$ cat src/rtl/gps_gate_controller_pkg.sv
// Shared definitions for the GPS gate controller: default widths and FSM state encodings.
`default_nettype none

package gps_gate_controller_pkg;

    localparam int COUNTERWIDTH_DEF  = 32;
    localparam int GPSCLOCKWIDTH_DEF = 5;
    localparam int TIMEOUTWIDTH_DEF  = 27;
    localparam int PPS_TIMEOUT_DEF   = 110_000_000;

    // One-hot encoding keeps the state decode to a single bit per state.
    typedef enum logic [1:0] {
        ST_IDLE   = 2'b01,
        ST_GATING = 2'b10
    } gate_state_e;

endpackage : gps_gate_controller_pkg

`default_nettype wire

$ cat src/rtl/gps_gate_controller_pps_edge_detector.sv
// Synchronises the raw GPS pulse and flags its rising edge, plus a one-cycle-early look-ahead.
`default_nettype none

module pps_edge_detector (
    input  logic clk,
    input  logic rst_n,
    input  logic pulse_i,
    output logic edge_o,
    output logic edge_next_o
);

    logic sync1_q;
    logic sync2_q;
    logic hist_q;

    always_ff @(posedge clk or negedge rst_n) begin
        if (!rst_n) begin
            sync1_q <= 1'b0;
            sync2_q <= 1'b0;
            hist_q  <= 1'b0;
        end else begin
            sync1_q <= pulse_i;
            sync2_q <= sync1_q;
            hist_q  <= sync2_q;
        end
    end

    assign edge_o      = sync2_q & ~hist_q;
    // Equals the value edge_o will take on the next cycle.
    assign edge_next_o = sync1_q & ~sync2_q;

endmodule : pps_edge_detector

`default_nettype wire

$ cat src/rtl/gps_gate_controller.sv
// Gates the external reference-clock counter between GPS PPS edges, latches averaged counts,
// hands them to the SPI side via valid/ack and watches for loss of the PPS signal.
`default_nettype none

module gps_gate_controller
    import gps_gate_controller_pkg::*;
#(
    parameter int COUNTERWIDTH  = COUNTERWIDTH_DEF,
    parameter int GPSCLOCKWIDTH = GPSCLOCKWIDTH_DEF,
    parameter int TIMEOUTWIDTH  = TIMEOUTWIDTH_DEF,
    parameter int PPS_TIMEOUT   = PPS_TIMEOUT_DEF
) (
    input  logic                     system_clk,
    input  logic                     rst_n,
    input  logic                     gps_pulse,
    input  logic [GPSCLOCKWIDTH-1:0] cfg_average,
    input  logic                     cfg_valid,
    input  logic                     result_ack,
    input  logic [COUNTERWIDTH-1:0]  count_value,
    output logic                     count_clear,
    output logic                     count_enable,
    output logic [COUNTERWIDTH-1:0]  result,
    output logic                     result_valid,
    output logic                     result_overrun,
    output logic                     pps_lost,
    output logic                     irq
);

    localparam logic [TIMEOUTWIDTH-1:0] TIMEOUT_LAST = TIMEOUTWIDTH'(PPS_TIMEOUT - 1);

    gate_state_e state_q, state_d;

    logic [GPSCLOCKWIDTH-1:0] cfg_pending_q, cfg_pending_d;
    logic [GPSCLOCKWIDTH-1:0] cfg_active_q,  cfg_active_d;
    logic [GPSCLOCKWIDTH-1:0] intervals_q,   intervals_d;
    logic [TIMEOUTWIDTH-1:0]  timer_q,       timer_d;
    logic [COUNTERWIDTH-1:0]  result_q,      result_d;
    logic                     valid_q,       valid_d;
    logic                     overrun_q,     overrun_d;
    logic                     lost_q,        lost_d;
    logic                     clear_q,       clear_d;
    logic                     enable_q,      enable_d;
    logic                     irq_q,         irq_d;

    logic                     pps_edge;
    logic                     pps_edge_next;
    logic                     latch;
    logic [COUNTERWIDTH:0]    count_sum;
    logic [COUNTERWIDTH-1:0]  count_sat;

    pps_edge_detector u_pps_edge (
        .clk         (system_clk),
        .rst_n       (rst_n),
        .pulse_i     (gps_pulse),
        .edge_o      (pps_edge),
        .edge_next_o (pps_edge_next)
    );

    // The latching cycle itself is one more reference cycle than the counter has seen.
    assign count_sum = {1'b0, count_value} + {{COUNTERWIDTH{1'b0}}, 1'b1};
    assign count_sat = count_sum[COUNTERWIDTH] ? {COUNTERWIDTH{1'b1}} : count_sum[COUNTERWIDTH-1:0];

    always_comb begin
        state_d       = state_q;
        cfg_pending_d = cfg_valid ? cfg_average : cfg_pending_q;
        cfg_active_d  = cfg_active_q;
        intervals_d   = intervals_q;
        result_d      = result_q;
        valid_d       = valid_q;
        overrun_d     = overrun_q;
        lost_d        = lost_q;
        latch         = 1'b0;

        if (state_q == ST_IDLE || pps_edge) begin
            timer_d = '0;
        end else if (timer_q != {TIMEOUTWIDTH{1'b1}}) begin
            timer_d = timer_q + 1'b1;
        end else begin
            timer_d = timer_q;
        end

        if (result_ack && valid_q) begin
            valid_d   = 1'b0;
            overrun_d = 1'b0;
        end

        case (state_q)
            ST_IDLE: begin
                if (pps_edge) begin
                    state_d      = ST_GATING;
                    cfg_active_d = cfg_pending_q;
                    intervals_d  = '0;
                    lost_d       = 1'b0;
                end
            end
            ST_GATING: begin
                if (pps_edge) begin
                    if (intervals_q == cfg_active_q) begin
                        latch = 1'b1;
                    end else begin
                        intervals_d = intervals_q + 1'b1;
                    end
                end else if (timer_q == TIMEOUT_LAST) begin
                    state_d = ST_IDLE;
                    lost_d  = 1'b1;
                end
            end
            default: begin
                state_d = ST_IDLE;
            end
        endcase

        // Pending config is sampled before this cycle's cfg_valid, so a same-cycle update waits a gate.
        if (latch) begin
            result_d     = count_sat;
            cfg_active_d = cfg_pending_q;
            intervals_d  = '0;
            valid_d      = 1'b1;
            if (result_ack) begin
                overrun_d = overrun_q;
            end else if (valid_q) begin
                overrun_d = 1'b1;
            end
        end

        // Clear is issued from the look-ahead so it lands in the edge cycle, making the count exact.
        clear_d  = pps_edge_next && (state_d == ST_IDLE || intervals_d == cfg_active_d);
        enable_d = (state_d == ST_GATING);
        irq_d    = valid_d | lost_d;
    end

    always_ff @(posedge system_clk or negedge rst_n) begin
        if (!rst_n) begin
            state_q       <= ST_IDLE;
            cfg_pending_q <= '0;
            cfg_active_q  <= '0;
            intervals_q   <= '0;
            timer_q       <= '0;
            result_q      <= '0;
            valid_q       <= 1'b0;
            overrun_q     <= 1'b0;
            lost_q        <= 1'b0;
            clear_q       <= 1'b0;
            enable_q      <= 1'b0;
            irq_q         <= 1'b0;
        end else begin
            state_q       <= state_d;
            cfg_pending_q <= cfg_pending_d;
            cfg_active_q  <= cfg_active_d;
            intervals_q   <= intervals_d;
            timer_q       <= timer_d;
            result_q      <= result_d;
            valid_q       <= valid_d;
            overrun_q     <= overrun_d;
            lost_q        <= lost_d;
            clear_q       <= clear_d;
            enable_q      <= enable_d;
            irq_q         <= irq_d;
        end
    end

    assign count_clear    = clear_q;
    assign count_enable   = enable_q;
    assign result         = result_q;
    assign result_valid   = valid_q;
    assign result_overrun = overrun_q;
    assign pps_lost       = lost_q;
    assign irq            = irq_q;

endmodule : gps_gate_controller

`default_nettype wire
$ cat config.mk
export PLATFORM = sky130hd
export DESIGN_NAME = gps_gate_controller
export DESIGN_NICKNAME = d
export VERILOG_FILES = /design/src/rtl/gps_gate_controller_pkg.sv /design/src/rtl/gps_gate_controller_pps_edge_detector.sv /design/src/rtl/gps_gate_controller.sv
export SDC_FILE = /design/constraint.sdc
export NUM_CORES = 1
export LEC_CHECK = 0
export CAP_MARGIN = 15
export CORE_MARGIN = 5
export CORE_UTILIZATION = 49
export CTS_BUF_LIST = sky130_fd_sc_hd__clkbuf_4 sky130_fd_sc_hd__clkbuf_8
export CTS_CLUSTER_DIAMETER = 100
export DETAILED_ROUTE_END_ITERATION = 6
export PLACE_DENSITY_LB_ADDON = 0.25
export SLEW_MARGIN = 15
export SYNTH_ARGS = -nofsm -noshare
export SYNTH_HDL_FRONTEND = slang
export SYNTH_SLANG_ARGS = --single-unit
$ cat constraint.sdc
create_clock -name system_clk -period 2.62 [get_ports system_clk]
set_clock_uncertainty 0.2 [all_clocks]
set_input_delay 0.393 -clock system_clk [delete_from_list [all_inputs] [get_ports system_clk]]
set_output_delay 0.393 -clock system_clk [all_outputs]
set_load 0.02 [all_outputs]
==> impl_metrics.prom <==
# TYPE chip_impl_metric gauge
chip_impl_info{name="outcome",value="complete, no violations"} 1
chip_impl_info{name="cts-root-buf",value="sky130_fd_sc_hd__clkbuf_8"} 1
chip_impl_info{name="worstPathCellList",value="inv_1 > ha_1 > nand3b_1 > nor3_2 > a22oi_2 > mux2_4 > xnor2_2 > nand4_1 > o31ai_2"} 1
chip_impl_metric{name="nNetsFinal",unit=""} 625
chip_impl_metric{name="total_power_consumption",unit="W"} 0.00406
chip_impl_metric{name="power-per-cell-area",unit="mW/mm2"} 692
chip_impl_metric{name="cp.arrival",unit="ns"} 2.61
chip_impl_metric{name="die_y",unit="um"} 106
chip_impl_metric{name="cp_data_required_time",unit="ns"} 2.69
chip_impl_metric{name="cap_viol_max_count",unit=""} 0
chip_impl_info{name="postSynth.topFlopCell",value="sky130_fd_sc_hd__dfrtp_1"} 1
chip_impl_metric{name="synth-edff-count",unit=""} 0
chip_impl_metric{name="cts.sink_count",unit=""} 85
chip_impl_metric{name="drt.antenna.violating_nets",unit=""} 0
chip_impl_metric{name="maximum_number_of_pins_on_one_net_before_global_route_repair",unit=""} 47
chip_impl_metric{name="postRouteWirelength",unit="mm"} 10.5
chip_impl_metric{name="post_synthesis_instance_area",unit="mm2"} 0.00451
chip_impl_metric{name="wire_length_of_the_first_global_routing_pass",unit="mm"} 17.6
chip_impl_metric{name="drt_pre_antenna_iters",unit=""} 4
chip_impl_metric{name="synth_top_area_share",unit=""} 0.466
chip_impl_metric{name="setup_viol_count_final",unit=""} 0
chip_impl_metric{name="holdWs",unit="ns"} 0.187
chip_impl_info{name="layout.cells.most_common",value="sky130_fd_sc_hd__dfrtp_1"} 1
chip_impl_metric{name="layout_worst_path_cycle_share",unit=""} 0.969
chip_impl_metric{name="cts_made_buffers",unit=""} 9
chip_impl_info{name="yosysTopAreaCell",value="sky130_fd_sc_hd__dfrtp_1"} 1
chip_impl_metric{name="gate_count_after_technology_mapping",unit=""} 472
chip_impl_metric{name="route.vias.total",unit=""} 3769
chip_impl_metric{name="total_leakage_power",unit="nW"} 2.38
chip_impl_info{name="cpMaxStageDelayCell",value="sky130_fd_sc_hd__dfstp_2"} 1
chip_impl_metric{name="slew_violations",unit=""} 0
chip_impl_info{name="timing_worst_setup_path_type",value="reg -> reg"} 1
chip_impl_metric{name="drtIter0Drc",unit=""} 188
chip_impl_info{name="most-common-layout-cells",value="sky130_fd_sc_hd__dfrtp_1 (84), sky130_fd_sc_hd__nor2_1 (80), sky130_fd_sc_hd__clkdlybuf4s50_1 (78), sky130_fd_sc_hd__nand2_1 (40)"} 1
chip_impl_metric{name="hpwlAfterDp",unit="mm"} 7.57
chip_impl_metric{name="antenna_found_initial",unit=""} 0
chip_impl_metric{name="slowest_delay",unit="ns"} 0.57
chip_impl_metric{name="ctsLongestPathBuffers",unit=""} 2
chip_impl_metric{name="worst_setup_slack_final",unit="ns"} 0.0819
chip_impl_metric{name="core_area",unit="mm2"} 0.00911
chip_impl_metric{name="drt-vias-per-instance",unit=""} 5.43
chip_impl_metric{name="timing.critical_path.fanout_max",unit=""} 4
chip_impl_metric{name="fmaxAchievable",unit="MHz"} 394
chip_impl_metric{name="asyncSetResetFlopFracSynth",unit=""} 1.00
chip_impl_metric{name="report.final.hold_viol_count",unit=""} 0
chip_impl_metric{name="synth.distinct_cells",unit=""} 55
chip_impl_metric{name="dp_cells",unit=""} 675
chip_impl_metric{name="synth-warning-count",unit=""} 0
chip_impl_metric{name="die_width",unit="um"} 106
chip_impl_metric{name="std_cell_rows",unit=""} 35
chip_impl_metric{name="flow.area_growth_from_synthesis",unit="%"} 29.9
chip_impl_metric{name="ys_ff_latch",unit=""} 85
chip_impl_metric{name="floorplan.initialDensity",unit=""} 0.496
chip_impl_info{name="kind_of_end_point_of_the_critical_path",value="flop"} 1
chip_impl_metric{name="post_route_drc",unit=""} 0
chip_impl_metric{name="clock_insertion_delay_worst_skew",unit="ns"} 0.36
chip_impl_metric{name="grt_pass1_vias",unit=""} 3821
chip_impl_info{name="grt_setup_unrepaired",value="yes"} 1
chip_impl_metric{name="io-pin-count",unit=""} 80
chip_impl_metric{name="floorplan_die_area",unit="mm2"} 0.0112
chip_impl_metric{name="mappedNetlistNets",unit=""} 519
chip_impl_metric{name="final-instance-count-excl-fill",unit=""} 694
chip_impl_metric{name="clk_pin_slew_worst_paths",unit="ns"} 0.08
chip_impl_metric{name="post_drt_wl_per_cell",unit="um"} 15.1
chip_impl_metric{name="timing_worst_slew_pin_value",unit="ns"} 0.482
chip_impl_metric{name="drive_gt1_frac",unit=""} 0.146
chip_impl_metric{name="ir_worst_vdd",unit="V"} 0.000361
chip_impl_metric{name="grt-ovfl-total",unit=""} 0
chip_impl_metric{name="htree_num_levels",unit=""} 3
chip_impl_info{name="worstHoldPathType",value="reg -> reg"} 1
chip_impl_metric{name="final_period_minus_worst_setup_slack",unit="ns"} 2.54
chip_impl_metric{name="seq_area_frac_synth",unit=""} 0.471
chip_impl_metric{name="fillers",unit=""} 762
chip_impl_metric{name="antenna_cells",unit=""} 0
chip_impl_metric{name="io_buffer_count",unit=""} 79
chip_impl_metric{name="grt.total_usage",unit=""} 0.192
chip_impl_metric{name="regArea",unit="mm2"} 0.00213
chip_impl_info{name="cts_tree",value="yes"} 1
chip_impl_info{name="startpoint_types",value="flop"} 1
chip_impl_metric{name="relSlewSlack",unit=""} 0.670
chip_impl_metric{name="gp_congestion",unit=""} 0.859
chip_impl_metric{name="pre_cts_slack",unit="ns"} -0.0421
chip_impl_metric{name="average_cell_area_after_synthesis",unit="um2"} 9.56
chip_impl_metric{name="multiInputGateArea",unit="mm2"} 0.00228
chip_impl_info{name="synthTopCellsByArea",value="sky130_fd_sc_hd__dfrtp_1 (47%), sky130_fd_sc_hd__nor2_1 (6.7%), sky130_fd_sc_hd__xnor2_1 (5.6%)"} 1
==> critical path: cells and delay by family (launching register included) <==
family / cells / cell delay, ns
XOR/XNOR: 1 / 0.16
multiplexers: 1 / 0.36
adder cells (fa/ha/maj): 1 / 0.21
AND/OR/NAND/NOR: 3 / 0.35
flip-flops: 1 / 0.57
buffers and inverters: 1 / 0.05
AO/OA/AOI/OAI: 2 / 0.56
==> per-layer routing <==
metal,global-route usage,vias up,part of all wire
met5,0,-,0
met4,0.0592,0,0.011
met3,0.0498,13,0.058
met2,0.324,94,0.50
met1,0.242,1817,0.43
li1,-,1845,-
==> through the flow <==
step           cell area [um2]  setup TNS, ns  utilization
2_1_floorplan             4510              0            -
3_3_place_gp              5590      -0.000991        0.613
3_5_place_dp              5590         -0.182        0.613
4_1_cts                   5820              0        0.639
5_1_grt                   5860        -0.0801        0.644
6_report                  5860              0        0.644
==> path summary, 6_finish.rpt <==
| kind | endpoint | cells after the start | start | slack, ns |
|---|---|---|---|---|
| worst max-delay path | count_clear | 9 | state_q[0] | 0.08 |
| worst min-delay path | u_pps_edge.sync2_q | 0 | u_pps_edge.sync1_q | 0.19 |
| worst max register to register | count_clear | 9 | state_q[0] | 0.08 |
| worst min register to register | u_pps_edge.sync2_q | 0 | u_pps_edge.sync1_q | 0.19 |
| max in group asynchronous | result[11] | 3 | rst_n | 1.26 |
| min in group asynchronous | timer_q[24] | 2 | rst_n | 0.34 |
==> cell families (layout without fill, tap and decap cells) <==
group,after synthesis,count (layout),synth area share
mux,12,12,0.0294
flops,85,85,0.471
simple gates,213,213,0.241
fa+ha+maj,5,5,0.0139
xor+xnor,57,57,0.111
buf+inv,28,139,0.0297
compound gates,72,72,0.104
==> power breakdown <==
group          internal [W]  switching, W
clock network      0.000561      0.000485
logic              0.000603      0.000722
registers           0.00153      0.000155
total               0.00270       0.00136
==> state kept, by name, indices dropped and copies added, names as in the netlist <==
name / cells
state_q: 2
u_pps_edge.sync1_q: 1
u_pps_edge.sync2_q: 1
intervals_q: 5
result_valid: 1
pps_lost: 1
result_overrun: 1
result: 32
count_enable: 1
timer_q: 27
irq: 1
cfg_pending_q: 5
u_pps_edge.hist_q: 1
count_clear: 1
cfg_active_q: 5
==> cells in the mapped netlist (3+ instances only) <==
library cell and n:
sky130_fd_sc_hd__and3_1 8, sky130_fd_sc_hd__nand4_1 15, sky130_fd_sc_hd__o21ai_0 14, sky130_fd_sc_hd__nor3b_1 4, sky130_fd_sc_hd__nor4_1 7, sky130_fd_sc_hd__nand2_1 40
sky130_fd_sc_hd__mux2_2 10, sky130_fd_sc_hd__a21oi_1 26, sky130_fd_sc_hd__a21oi_2 11, sky130_fd_sc_hd__ha_1 5, sky130_fd_sc_hd__nand3_1 19, sky130_fd_sc_hd__clkbuf_1 7
sky130_fd_sc_hd__and4_1 4, sky130_fd_sc_hd__dfrtp_1 84, sky130_fd_sc_hd__buf_6 3, sky130_fd_sc_hd__and2_1 4, sky130_fd_sc_hd__nor2b_1 4, sky130_fd_sc_hd__xor2_1 28
sky130_fd_sc_hd__nor2_1 80, sky130_fd_sc_hd__a31oi_1 5, sky130_fd_sc_hd__nand2b_1 4, sky130_fd_sc_hd__xnor2_1 29, sky130_fd_sc_hd__nor3_1 9, sky130_fd_sc_hd__inv_1 14
==> cell type report <==
| type | instances | area share |
|---|---|---|
| Tap cell | 111 | 0.0237 |
| Timing Repair Buffer | 109 | 0.178 |
| Multi-Input combinational cell | 359 | 0.388 |
| Inverter | 14 | 0.00896 |
| Clock buffer | 10 | 0.0235 |
| Sequential cell | 85 | 0.363 |
| Clock inverter | 6 | 0.0147 |
==> what timing repair did <==
action	4_1_cts	5_1_grt
resized for setup	0	6
setup endpoints to repair	1	3
pin swaps	1	4
setup buffers	0	2
hold endpoints to repair	38	0
hold buffers	1	0
(Power assumes the default switching activity.)
